===== src/rtl/user_led_pkg.sv =====
// -----------------------------------------------------------------------------
// user_led_pkg
// Shared types and constants for the user LED driver.
//   led_mode_t : per-LED drive mode (OFF, ON, BLINK, PWM)
//   LED_NUM    : number of LED channels on the board
//   DUTY_W     : PWM duty / PWM counter width
//   cnt_width  : register width able to hold 0..n-1, never less than 1 bit
// Optional feature macro used by the files importing this package:
//   USER_LED_BREATHE_EN
// -----------------------------------------------------------------------------
package user_led_pkg;

    typedef enum logic [1:0] {
        LED_OFF   = 2'd0,
        LED_ON    = 2'd1,
        LED_BLINK = 2'd2,
        LED_PWM   = 2'd3
    } led_mode_t;

    localparam int LED_NUM = 4;
    localparam int DUTY_W  = 8;

    // A terminal count of 1 still needs a 1-bit register ($clog2(1) is 0).
    function automatic int cnt_width(input int n);
        return (n <= 2) ? 1 : $clog2(n);
    endfunction

endpackage


===== src/rtl/user_led_channel.sv =====
// -----------------------------------------------------------------------------
// user_led_channel
// One LED channel: holds the mode/duty written by the command port and turns
// the shared blink phase and PWM count into a 1-bit waveform (unregistered;
// the top level registers all channels together).
// Ports:
//   i_clk       system clock
//   i_rst_n     synchronous reset, active low
//   i_apply     load i_mode / i_duty this clock
//   i_mode      new mode (led_mode_t encoding)
//   i_duty      new PWM duty
//   i_phase     shared blink phase
//   i_pwm_cnt   shared 8-bit PWM counter
//   i_pwm_wrap  PWM counter wraps 255->0 this clock (breathe builds only)
//   o_wave      waveform before polarity
// Macro USER_LED_BREATHE_EN: PWM with duty 0 selects a triangular duty ramp.
// -----------------------------------------------------------------------------
module user_led_channel
    import user_led_pkg::*;
(
    input  logic              i_clk,
    input  logic              i_rst_n,
    input  logic              i_apply,
    input  logic [1:0]        i_mode,
    input  logic [DUTY_W-1:0] i_duty,
    input  logic              i_phase,
    input  logic [DUTY_W-1:0] i_pwm_cnt,
`ifdef USER_LED_BREATHE_EN
    input  logic              i_pwm_wrap,
`endif
    output logic              o_wave
);

    led_mode_t         r_mode;
    logic [DUTY_W-1:0] r_duty;
    logic [DUTY_W-1:0] w_eff_duty;

    always_ff @(posedge i_clk) begin
        if (!i_rst_n) begin
            r_mode <= LED_OFF;
            r_duty <= '0;
        end else if (i_apply) begin
            r_mode <= led_mode_t'(i_mode);
            r_duty <= i_duty;
        end
    end

`ifdef USER_LED_BREATHE_EN
    logic              r_breathe;
    logic [DUTY_W-1:0] r_ramp;
    logic              r_ramp_up;

    // Ramp 0 -> 255 -> 0 one step per PWM period. A fresh apply restarts the
    // ramp at 0 going up and wins over a wrap in the same clock.
    always_ff @(posedge i_clk) begin
        if (!i_rst_n) begin
            r_breathe <= 1'b0;
            r_ramp    <= '0;
            r_ramp_up <= 1'b1;
        end else if (i_apply) begin
            r_breathe <= (led_mode_t'(i_mode) == LED_PWM) && (i_duty == '0);
            r_ramp    <= '0;
            r_ramp_up <= 1'b1;
        end else if (r_breathe && i_pwm_wrap) begin
            if (r_ramp_up) begin
                r_ramp <= r_ramp + 1'b1;
                if (r_ramp == {{(DUTY_W-1){1'b1}}, 1'b0}) begin
                    r_ramp_up <= 1'b0;
                end
            end else begin
                r_ramp <= r_ramp - 1'b1;
                if (r_ramp == {{(DUTY_W-1){1'b0}}, 1'b1}) begin
                    r_ramp_up <= 1'b1;
                end
            end
        end
    end

    assign w_eff_duty = r_breathe ? r_ramp : r_duty;
`else
    assign w_eff_duty = r_duty;
`endif

    always_comb begin
        o_wave = 1'b0;
        case (r_mode)
            LED_OFF:   o_wave = 1'b0;
            LED_ON:    o_wave = 1'b1;
            LED_BLINK: o_wave = i_phase;
            LED_PWM:   o_wave = (i_pwm_cnt < w_eff_duty);
            default:   o_wave = 1'b0;
        endcase
    end

endmodule


===== src/rtl/user_led_driver.sv =====
// -----------------------------------------------------------------------------
// user_led_driver
// Drives the board user LEDs from per-LED mode commands (OFF/ON/BLINK/PWM).
// A valid/ready command is captured into a holding register, applied to the
// addressed channel one clock later, and visible on oUserLed one clock after
// that (registered output).
// Ports:
//   iSysClk      system clock
//   iSysRst      synchronous reset, active low
//   iWrValid     command valid
//   oWrReady     command ready (low for one clock after each accept)
//   iWrIdx       target LED index
//   iWrMode      0 OFF, 1 ON, 2 BLINK, 3 PWM
//   iWrDuty      PWM duty (mode 3 only)
//   oUserLed     LED drive after polarity
//   oBlinkPhase  shared blink phase, aligned with oUserLed
// Macro USER_LED_BREATHE_EN: PWM with duty 0 selects a breathing ramp.
// -----------------------------------------------------------------------------
module user_led_driver
    import user_led_pkg::*;
#(
    parameter int pSysClk       = 125000,
    parameter int pBlinkMs      = 250,
    parameter int pPwmDiv       = 64,
    parameter int pLedNum       = LED_NUM,
    parameter int pLedActiveLow = 0
) (
    input  logic               iSysClk,
    input  logic               iSysRst,
    input  logic               iWrValid,
    output logic               oWrReady,
    input  logic [1:0]         iWrIdx,
    input  logic [1:0]         iWrMode,
    input  logic [DUTY_W-1:0]  iWrDuty,
    output logic [pLedNum-1:0] oUserLed,
    output logic               oBlinkPhase
);

    localparam int BLINK_TERM = pSysClk * pBlinkMs;
    localparam int BLINK_W    = cnt_width(BLINK_TERM);
    localparam int PRE_W      = cnt_width(pPwmDiv);

    localparam logic [BLINK_W-1:0] BLINK_LAST = BLINK_W'(BLINK_TERM - 1);
    localparam logic [PRE_W-1:0]   PRE_LAST   = PRE_W'(pPwmDiv - 1);
    localparam logic [pLedNum-1:0] LED_IDLE   = (pLedActiveLow != 0) ? '1 : '0;

    logic               r_ready;
    logic               r_hold_valid;
    logic [1:0]         r_hold_idx;
    logic [1:0]         r_hold_mode;
    logic [DUTY_W-1:0]  r_hold_duty;
    logic [BLINK_W-1:0] r_blink_cnt;
    logic               r_blink_phase;
    logic [PRE_W-1:0]   r_pre;
    logic [DUTY_W-1:0]  r_pwm_cnt;
    logic [pLedNum-1:0] r_led;
    logic               r_phase_out;

    logic               w_accept;
    logic               w_pre_wrap;
    logic [pLedNum-1:0] w_wave;

    assign w_accept   = iWrValid && r_ready;
    assign w_pre_wrap = (r_pre == PRE_LAST);

`ifdef USER_LED_BREATHE_EN
    logic w_pwm_wrap;
    assign w_pwm_wrap = w_pre_wrap && (r_pwm_cnt == '1);
`endif

    always_ff @(posedge iSysClk) begin
        if (!iSysRst) begin
            r_ready       <= 1'b0;
            r_hold_valid  <= 1'b0;
            r_hold_idx    <= '0;
            r_hold_mode   <= '0;
            r_hold_duty   <= '0;
            r_blink_cnt   <= '0;
            r_blink_phase <= 1'b0;
            r_pre         <= '0;
            r_pwm_cnt     <= '0;
            r_led         <= LED_IDLE;
            r_phase_out   <= 1'b0;
        end else begin
            // Ready drops for exactly the apply clock that follows an accept.
            r_ready      <= !w_accept;
            r_hold_valid <= w_accept;
            if (w_accept) begin
                r_hold_idx  <= iWrIdx;
                r_hold_mode <= iWrMode;
                r_hold_duty <= iWrDuty;
            end

            if (r_blink_cnt == BLINK_LAST) begin
                r_blink_cnt   <= '0;
                r_blink_phase <= ~r_blink_phase;
            end else begin
                r_blink_cnt <= r_blink_cnt + 1'b1;
            end

            if (w_pre_wrap) begin
                r_pre     <= '0;
                r_pwm_cnt <= r_pwm_cnt + 1'b1;
            end else begin
                r_pre <= r_pre + 1'b1;
            end

            r_led       <= (pLedActiveLow != 0) ? ~w_wave : w_wave;
            // Phase goes through the same output stage so blinking LEDs and
            // oBlinkPhase change on the same clock.
            r_phase_out <= r_blink_phase;
        end
    end

    genvar gi;
    generate
        for (gi = 0; gi < pLedNum; gi++) begin : g_ch
            user_led_channel u_channel (
                .i_clk      (iSysClk),
                .i_rst_n    (iSysRst),
                .i_apply    (r_hold_valid && (r_hold_idx == 2'(gi))),
                .i_mode     (r_hold_mode),
                .i_duty     (r_hold_duty),
                .i_phase    (r_blink_phase),
                .i_pwm_cnt  (r_pwm_cnt),
`ifdef USER_LED_BREATHE_EN
                .i_pwm_wrap (w_pwm_wrap),
`endif
                .o_wave     (w_wave[gi])
            );
        end
    endgenerate

    assign oWrReady    = r_ready;
    assign oUserLed    = r_led;
    assign oBlinkPhase = r_phase_out;

endmodule

===== config.mk =====
export PLATFORM = sky130hd
export DESIGN_NAME = user_led_driver
export DESIGN_NICKNAME = d
export VERILOG_FILES = /design/src/rtl/user_led_pkg.sv /design/src/rtl/user_led_channel.sv /design/src/rtl/user_led_driver.sv
export SDC_FILE = /design/constraint.sdc
export NUM_CORES = 1
export LEC_CHECK = 0
export CORE_AREA = 2 2 96 98
export DETAILED_ROUTE_END_ITERATION = 7
export DIE_AREA = 0 0 98 100
export PLACE_DENSITY = 0.74
export SYNTH_ARGS = -nofsm -noshare
export SYNTH_HDL_FRONTEND = slang
export SYNTH_SLANG_ARGS = --single-unit

===== constraint.sdc =====
create_clock -name iSysClk -period 1.6 [get_ports iSysClk]
set_clock_uncertainty 0.1 [all_clocks]
set_input_delay 0.32 -clock iSysClk [delete_from_list [all_inputs] [get_ports iSysClk]]
set_output_delay 0.32 -clock iSysClk [all_outputs]
set_load 0.02 [all_outputs]

# Yosys cells after proc, flatten, opt, wreduce, memory -nomap -nowiden

Cells that the tools add are included.
Widths: inputs -> output; s select.

Add/sub/neg operators: 3
Order comparisons: 4
Eq/ne operators: 17
Multiplexer cells: 4
Bitwise operators: 2
Reduce and logical (&&, ||, !) cells: 13

Operators by type and width:

| cell                  | number |
|---|---|
| $lt 8x8->1            | 4 |
| $add 25x1->25 const B | 1 |
| $eq 25x25->1 const B  | 1 |
| $eq 2x2->1 const B    | 10 |
| $pmux 1 s4            | 4 |
| $eq 2x1->1 const B    | 5 |
| $logic_not 2->1       | 5 |
| $add 8x1->8 const B   | 1 |
| $add 6x1->6 const B   | 1 |
| $eq 6x6->1 const B    | 1 |
| $logic_and 1x1->1     | 5 |
| $reduce_or 2->1       | 2 |
| $not 1->1             | 2 |
| $logic_not 1->1       | 1 |

Bits in registers: 99
Input port bits: 15
Output and inout bits: 6
Logic and storage cells: 62

# Logic depth before layout (Yosys ltp)

Depth in word-level cells: 2
Depth in mapped cells: 7
Depth with buffers taken out: 7

# Hierarchy

From an unflattened synthesis, not the netlist that was laid out.

Cell total of the unflattened synthesis: 480
Area, all modules: 4699.5 um^2

Modules (own cells, without submodules):

| module           | instances | cells an instance | area each (um^2) | sequential area each (um^2) |
|---|---|---|---|---|
| user_led_driver  | 1         | 248               | 2407.3           | 1181.1 |
| user_led_channel | 4         | 58                | 573.0            | 200.2 |

# Worst setup path before layout

No wires, ideal clock.

Path type: register to register
Start point: register r_pre[0]
End point: register r_pwm_cnt[5]
Library setup time: 115 ps
Arrival: 1374 ps
Required time: 1385 ps
Setup slack: 11 ps
Cell stages (with the launch flop): 7
Buffers on the path: 0
Clock period less this slack: 1589 ps
Cell sequence: dfxtp_1 > ha_1 > nand3_1 > nor3_1 > nand3_1 > xnor2_1 > and2_1

Cells in the longest elaborated chain, start to end: 1

RTL lines:

| element                | line                   | text |
|---|---|---|
| start, declared        | user_led_driver.sv:54  | `logic [PRE_W-1:0] r_pre;` |
| start signal, assigned | user_led_driver.sv:105 | `r_pre <= r_pre + 1'b1;` |
| $eq 6x6->1             | user_led_driver.sv:64  | `assign w_pre_wrap = (r_pre == PRE_LAST);` |
| end signal, assigned   | user_led_driver.sv:103 | `r_pwm_cnt <= r_pwm_cnt + 1'b1;` |
| end, declared          | user_led_driver.sv:55  | `logic [DUTY_W-1:0] r_pwm_cnt;` |

No other way between the ends.
A chain may end at the register's enable or synchronous reset.

# Worst setup path after layout

Start point: register r_blink_cnt[21]
End point: register r_blink_cnt[15]

Cells in the longest elaborated chain, start to end: 2

RTL lines:

| element                   | line                  | text |
|---|---|---|
| start, declared           | user_led_driver.sv:52 | `logic [BLINK_W-1:0] r_blink_cnt;` |
| start signal, assigned    | user_led_driver.sv:98 | `r_blink_cnt <= r_blink_cnt + 1'b1;` |
| $eq 25x25->1              | user_led_driver.sv:94 | `if (r_blink_cnt == BLINK_LAST) begin` |
| $reduce_or 2->1 (no line) | --                    |  |

No other way between the ends.

==> results by stage <==
Final layout:
- The layout has 721 filler cells.
- The number of antenna diodes in the final layout is 0.
- The synthesis-to-layout area growth is 24.5%.
- In the final layout, flip-flops and latches occupy 0.00200 sq mm.
- The filler-free cell count of the finished design is 714.
- The area used by multi-input combinational logic is 0.00251 sq mm.
- The final layout net count is 644.
- In the final layout, the share of cells above drive strength 1 is 0.207.

Synth:
- The sequential fraction of the synthesis area is 0.432.
- The post-synth net total is 570.
- The post-synth design cell area is 0.00459 sq mm.
- Dividing the synthesized area by the synthesized cell count gives 8.76 sq um.
- The Yosys step of the flow raised 0 warnings.
- The synthesized design contains 99 register bits.
- Synthesis handed over a netlist of 524 instances.
- The number of distinct standard cells referenced by the synthesized netlist is 33.

Route:
- The detailed-routing iteration count for the pre-antenna-repair pass is 5.
- Dividing the detail-routed via count by the number of cells gives 5.32.
- After detailed routing, the average wire length per cell comes to 14.5 um.
- The post-route antenna net violation count is 0.
- The number of DRC violations after detailed routing is 0.
- The detailed router finished its first iteration with 148 violations.
- The detailed-route via count is 3,798.
- The post-detailed-routing wire length is 10,400 um.

Run status:
- The final reports fail on negative setup slack.
- The run finished, with violations left.

Worst setup path:
- The largest individual stage delay along the critical path comes from the cell dfxtp_2.
- In this run the critical register-to-register path is launched from r_blink_cnt[21].
- The flop-to-flop setup slack is -0.08 ns.
- The number of cells on the worst reg-to-reg path is 7.
- The critical path buffer and inverter count is 2.
- The largest stage delay on the critical path is 0.34 ns.
- STA classifies the critical path startpoint as a register.
- Grouping stages by cell kind, the critical path spends the most delay in simple AND/OR/NAND/NOR gates.
- In this run the worst path has a maximum fanout of 6.
- The endpoint required time on the critical path is 1.78 ns.
- The signal on the critical path passes through and4bb_2 -> nand3_2 -> nor4_2 -> buf_4 -> nand2b_4 -> clkbuf_16 -> nor2_1.
- The critical path endpoint category is a register.
- The worst path arrival time is 1.86 ns.
- In this run the critical register-to-register path is captured at r_blink_cnt[15].
- The critical path is of the register to register type.

CTS:
- The CTS root buffer is clkbuf_8.
- At the later pin of the worst-skew pair, clock insertion delay measures 0.38 ns.
- The clock tree synthesis step divided the H-tree into 3 levels.
- The TritonCTS clock tree is yes.
- The number of clock sinks is 99.
- The number of buffers inserted during clock tree synthesis is 9.
- In this run, post-CTS hold repair placed 0 buffers.
- The maximum root-to-sink buffer count is 2.
- The clock transition at the registers of the reported paths is 0.10 ns.

Hold path:
- The type of the most critical hold path is register to register.
- The end point of the worst hold path is g_ch[3].u_channel.r_duty[7].
- In this run the most critical hold path is launched from g_ch[3].u_channel.r_duty[7].
- The worst hold path depth is 2.

Power and ir drop:
- The part of the total power dissipated in combinational logic is 0.047.
- The leakage power is 2.17 nW.
- For this design the total switching power over the nets is 1.07 mW.
- The ratio of total power to cell area is 804 mW/mm^2.
- The sequential share of power is 0.552.
- IR analysis of the VDD net gives a maximum drop of 461 uV.
- The internal portion of the total power is 3.53 mW.
- The net switching share of the total power is 0.232.
- The part of the total power dissipated in the clock network is 0.402.

Floorplanning:
- The initial utilization of the core area, before any placement, comes to 0.516.
- 21 I/O pins were placed.
- The area of the core is 0.00889 sq mm.
- The vertical extent of the die is 100 um.
- The floorplan step defined a die boundary enclosing 0.00980 sq mm.
- The die is 98 um wide.
- The floorplan has 35 rows.

Run:
- The number of max-capacitance violations reported is 0.

Global routing:
- For this run the aggregate overflow at the end of global routing stands at 0.
- The number of antenna violations at the first check in global routing is 0.
- The maximum number of pins on one net before global-route repair is 28.
- For this run, the total global-route usage over all layers was measured as 0.216.
- The global-route wire length before repair is 17,000 um.
- The via count of the first global-routing pass is 3,599.

Timing:
- Setup total negative slack on the finished layout was measured at -1.71 ns.
- Derived from the worst setup path, the maximum achievable clock frequency is 0.594 GHz.
- Of the available clock period, the critical path in the final layout requires 1.05.
- Measured against its own limit, the worst slew margin works out to 0.719.
- In the post-route analysis, the smallest setup slack over all paths is -0.0842 ns.
- For the pin with the worst max-slew slack, the measured transition is 0.421 ns.
- Counting I/O delays and the setup requirement, the final critical path takes 1.68 ns.
- The max-slew violation count is 0.
- Setup violations remaining at the end of the flow were counted as 25.
- The count of endpoints failing hold in the final timing report is 0.
- Setup repair after global routing could not meet its margin everywhere.

Placement:
- The final HPWL from detailed placement is 7430 um.
- The placed cell count is 694.
- The congestion estimate from routability-driven global placement came to 0.820.
- The count of buffers added on input and output ports is 20.
sequential cells by signal (all words and copies together), names as in the netlist:
| register | flops |
|---|---|
| r_pwm_cnt | 8 |
| r_hold_duty | 8 |
| g_ch.u_channel.r_mode | 8 |
| g_ch.u_channel.r_duty | 32 |
| r_pre | 6 |
| oWrReady | 1 |
| oUserLed | 4 |
| oBlinkPhase | 1 |
| r_hold_valid | 1 |
| r_blink_cnt | 25 |
| r_hold_idx | 2 |
| r_blink_phase | 1 |
| r_hold_mode | 2 |
cell usage after synthesis:
master,number,area (sq um)
nor4_2,3,37.5
o21ai_0,8,40.0
nand3_2,1,10.0
nor4b_2,1,15.0
or2_2,3,18.8
inv_1,32,120
a211oi_1,4,30.0
and4bb_2,1,12.5
a21boi_0,32,240
and3_2,2,15.0
nor2_1,50,188
dfxtp_1,99,1980
xnor2_1,21,184
nand4_1,10,62.6
a22o_1,12,105
nand2_1,84,315
nand2b_1,5,31.3
nor3_1,9,45.0
and3_1,9,56.3
ha_1,31,388
clkbuf_1,12,45.0
nor4_1,2,12.5
nor3b_2,1,12.5
nor2b_1,15,93.8
nand3_1,20,100
a21o_1,4,30.0
a21oi_1,11,55.1
mux2i_1,7,70.1
buf_2,3,15.0
nand4b_1,4,35.0
and2_1,11,68.8
buf_6,3,33.8
xor2_1,14,123
routing by layer:
| metal | GRT usage | part of all wire |
|---|---|---|
| met1 | 0.293 | 0.44 |
| met2 | 0.358 | 0.47 |
| met3 | 0.0376 | 0.066 |
| met4 | 0.0588 | 0.017 |
| met5 | 0 | 0 |
final cells by class:
class | instances | share of cell area
Tap cell | 111 | 0.0243
Multi-Input combinational cell | 375 | 0.440
Clock inverter | 7 | 0.0186
Sequential cell | 99 | 0.350
Inverter | 32 | 0.0210
Clock buffer | 9 | 0.0217
Timing Repair Buffer | 81 | 0.125
worst min-delay path, stage by stage (launching register included):
cell	delay (ns)
dfxtp_1	0.32
nand2_1	0.05
a21boi_0	0.06
metrics by stage:
step                power (mW)  hold WS (ns)  instance area (sq um)  utilization  setup slack [ns]
global placement          2.78         0.350                   5290        0.595            -0.113
floorplan                 2.68         0.318                   4590            -            0.0109
CTS                       4.62         0.369                   5590        0.628           -0.0413
detailed placement        2.79         0.356                   5290        0.595            -0.190
finish                    4.60         0.366                   5720        0.643           -0.0842
global route              4.73         0.384                   5720        0.643            -0.141
how the worst max path moves through the flow:
stage	start	to	cells past startpoint
6_report	r_blink_cnt[21]	r_blink_cnt[15]	7
5_1_grt	r_blink_cnt[21]	r_blink_cnt[5]	7
4_1_cts	r_blink_cnt[17]	r_blink_cnt[7]	7
3_5_place_dp	r_pwm_cnt[5]	oUserLed[3]	6
3_3_place_gp	r_pwm_cnt[5]	oUserLed[0]	6
2_1_floorplan	r_pre[0]	r_pwm_cnt[5]	6
timing repair:
action,in CTS,in global routing
gates cloned,1,1
endpoints found under the setup margin,37,34
gates resized for setup,21,33
pin swaps,0,17
buffers inserted,1,1
cell families after synthesis:
kind of cell / after synthesis / share of synthesized area
AO/OA/AOI/OAI: 71 / 0.109
XOR/XNOR: 35 / 0.0668
adder cells (fa/ha/maj): 31 / 0.0845
buffers and inverters: 50 / 0.0466
flip-flops: 99 / 0.432
multiplexers: 7 / 0.0153
AND/OR/NAND/NOR: 231 / 0.246
power groups by stage:
| stage | Clock [mW] | Combinational, mW | Sequential (mW) |
|---|---|---|---|
| after global placement | 0 | 0.188 | 2.59 |
| after global routing | 1.96 | 0.232 | 2.54 |
| after CTS | 1.87 | 0.208 | 2.54 |
| after floorplan | 0 | 0.107 | 2.58 |
| after detailed placement | 0 | 0.196 | 2.59 |
| final | 1.85 | 0.215 | 2.54 |
layout by cell type (no fill, tap or decap), types with 11 or more instances in the layout:
cell type	netlist	layout
clkdlybuf4s50_1	0	14
and2_1	11	11
dfxtp_1	99	87
xnor2_1	21	21
buf_4	0	57
inv_1	32	32
a22o_1	12	12
ha_1	31	30
a21boi_0	32	32
xor2_1	14	14
nor2_1	50	45
nand2_1	84	84
nor2b_1	15	15
nand3_1	20	15
dfxtp_2	0	11
Note: power is estimated with default switching activity, not from simulation.
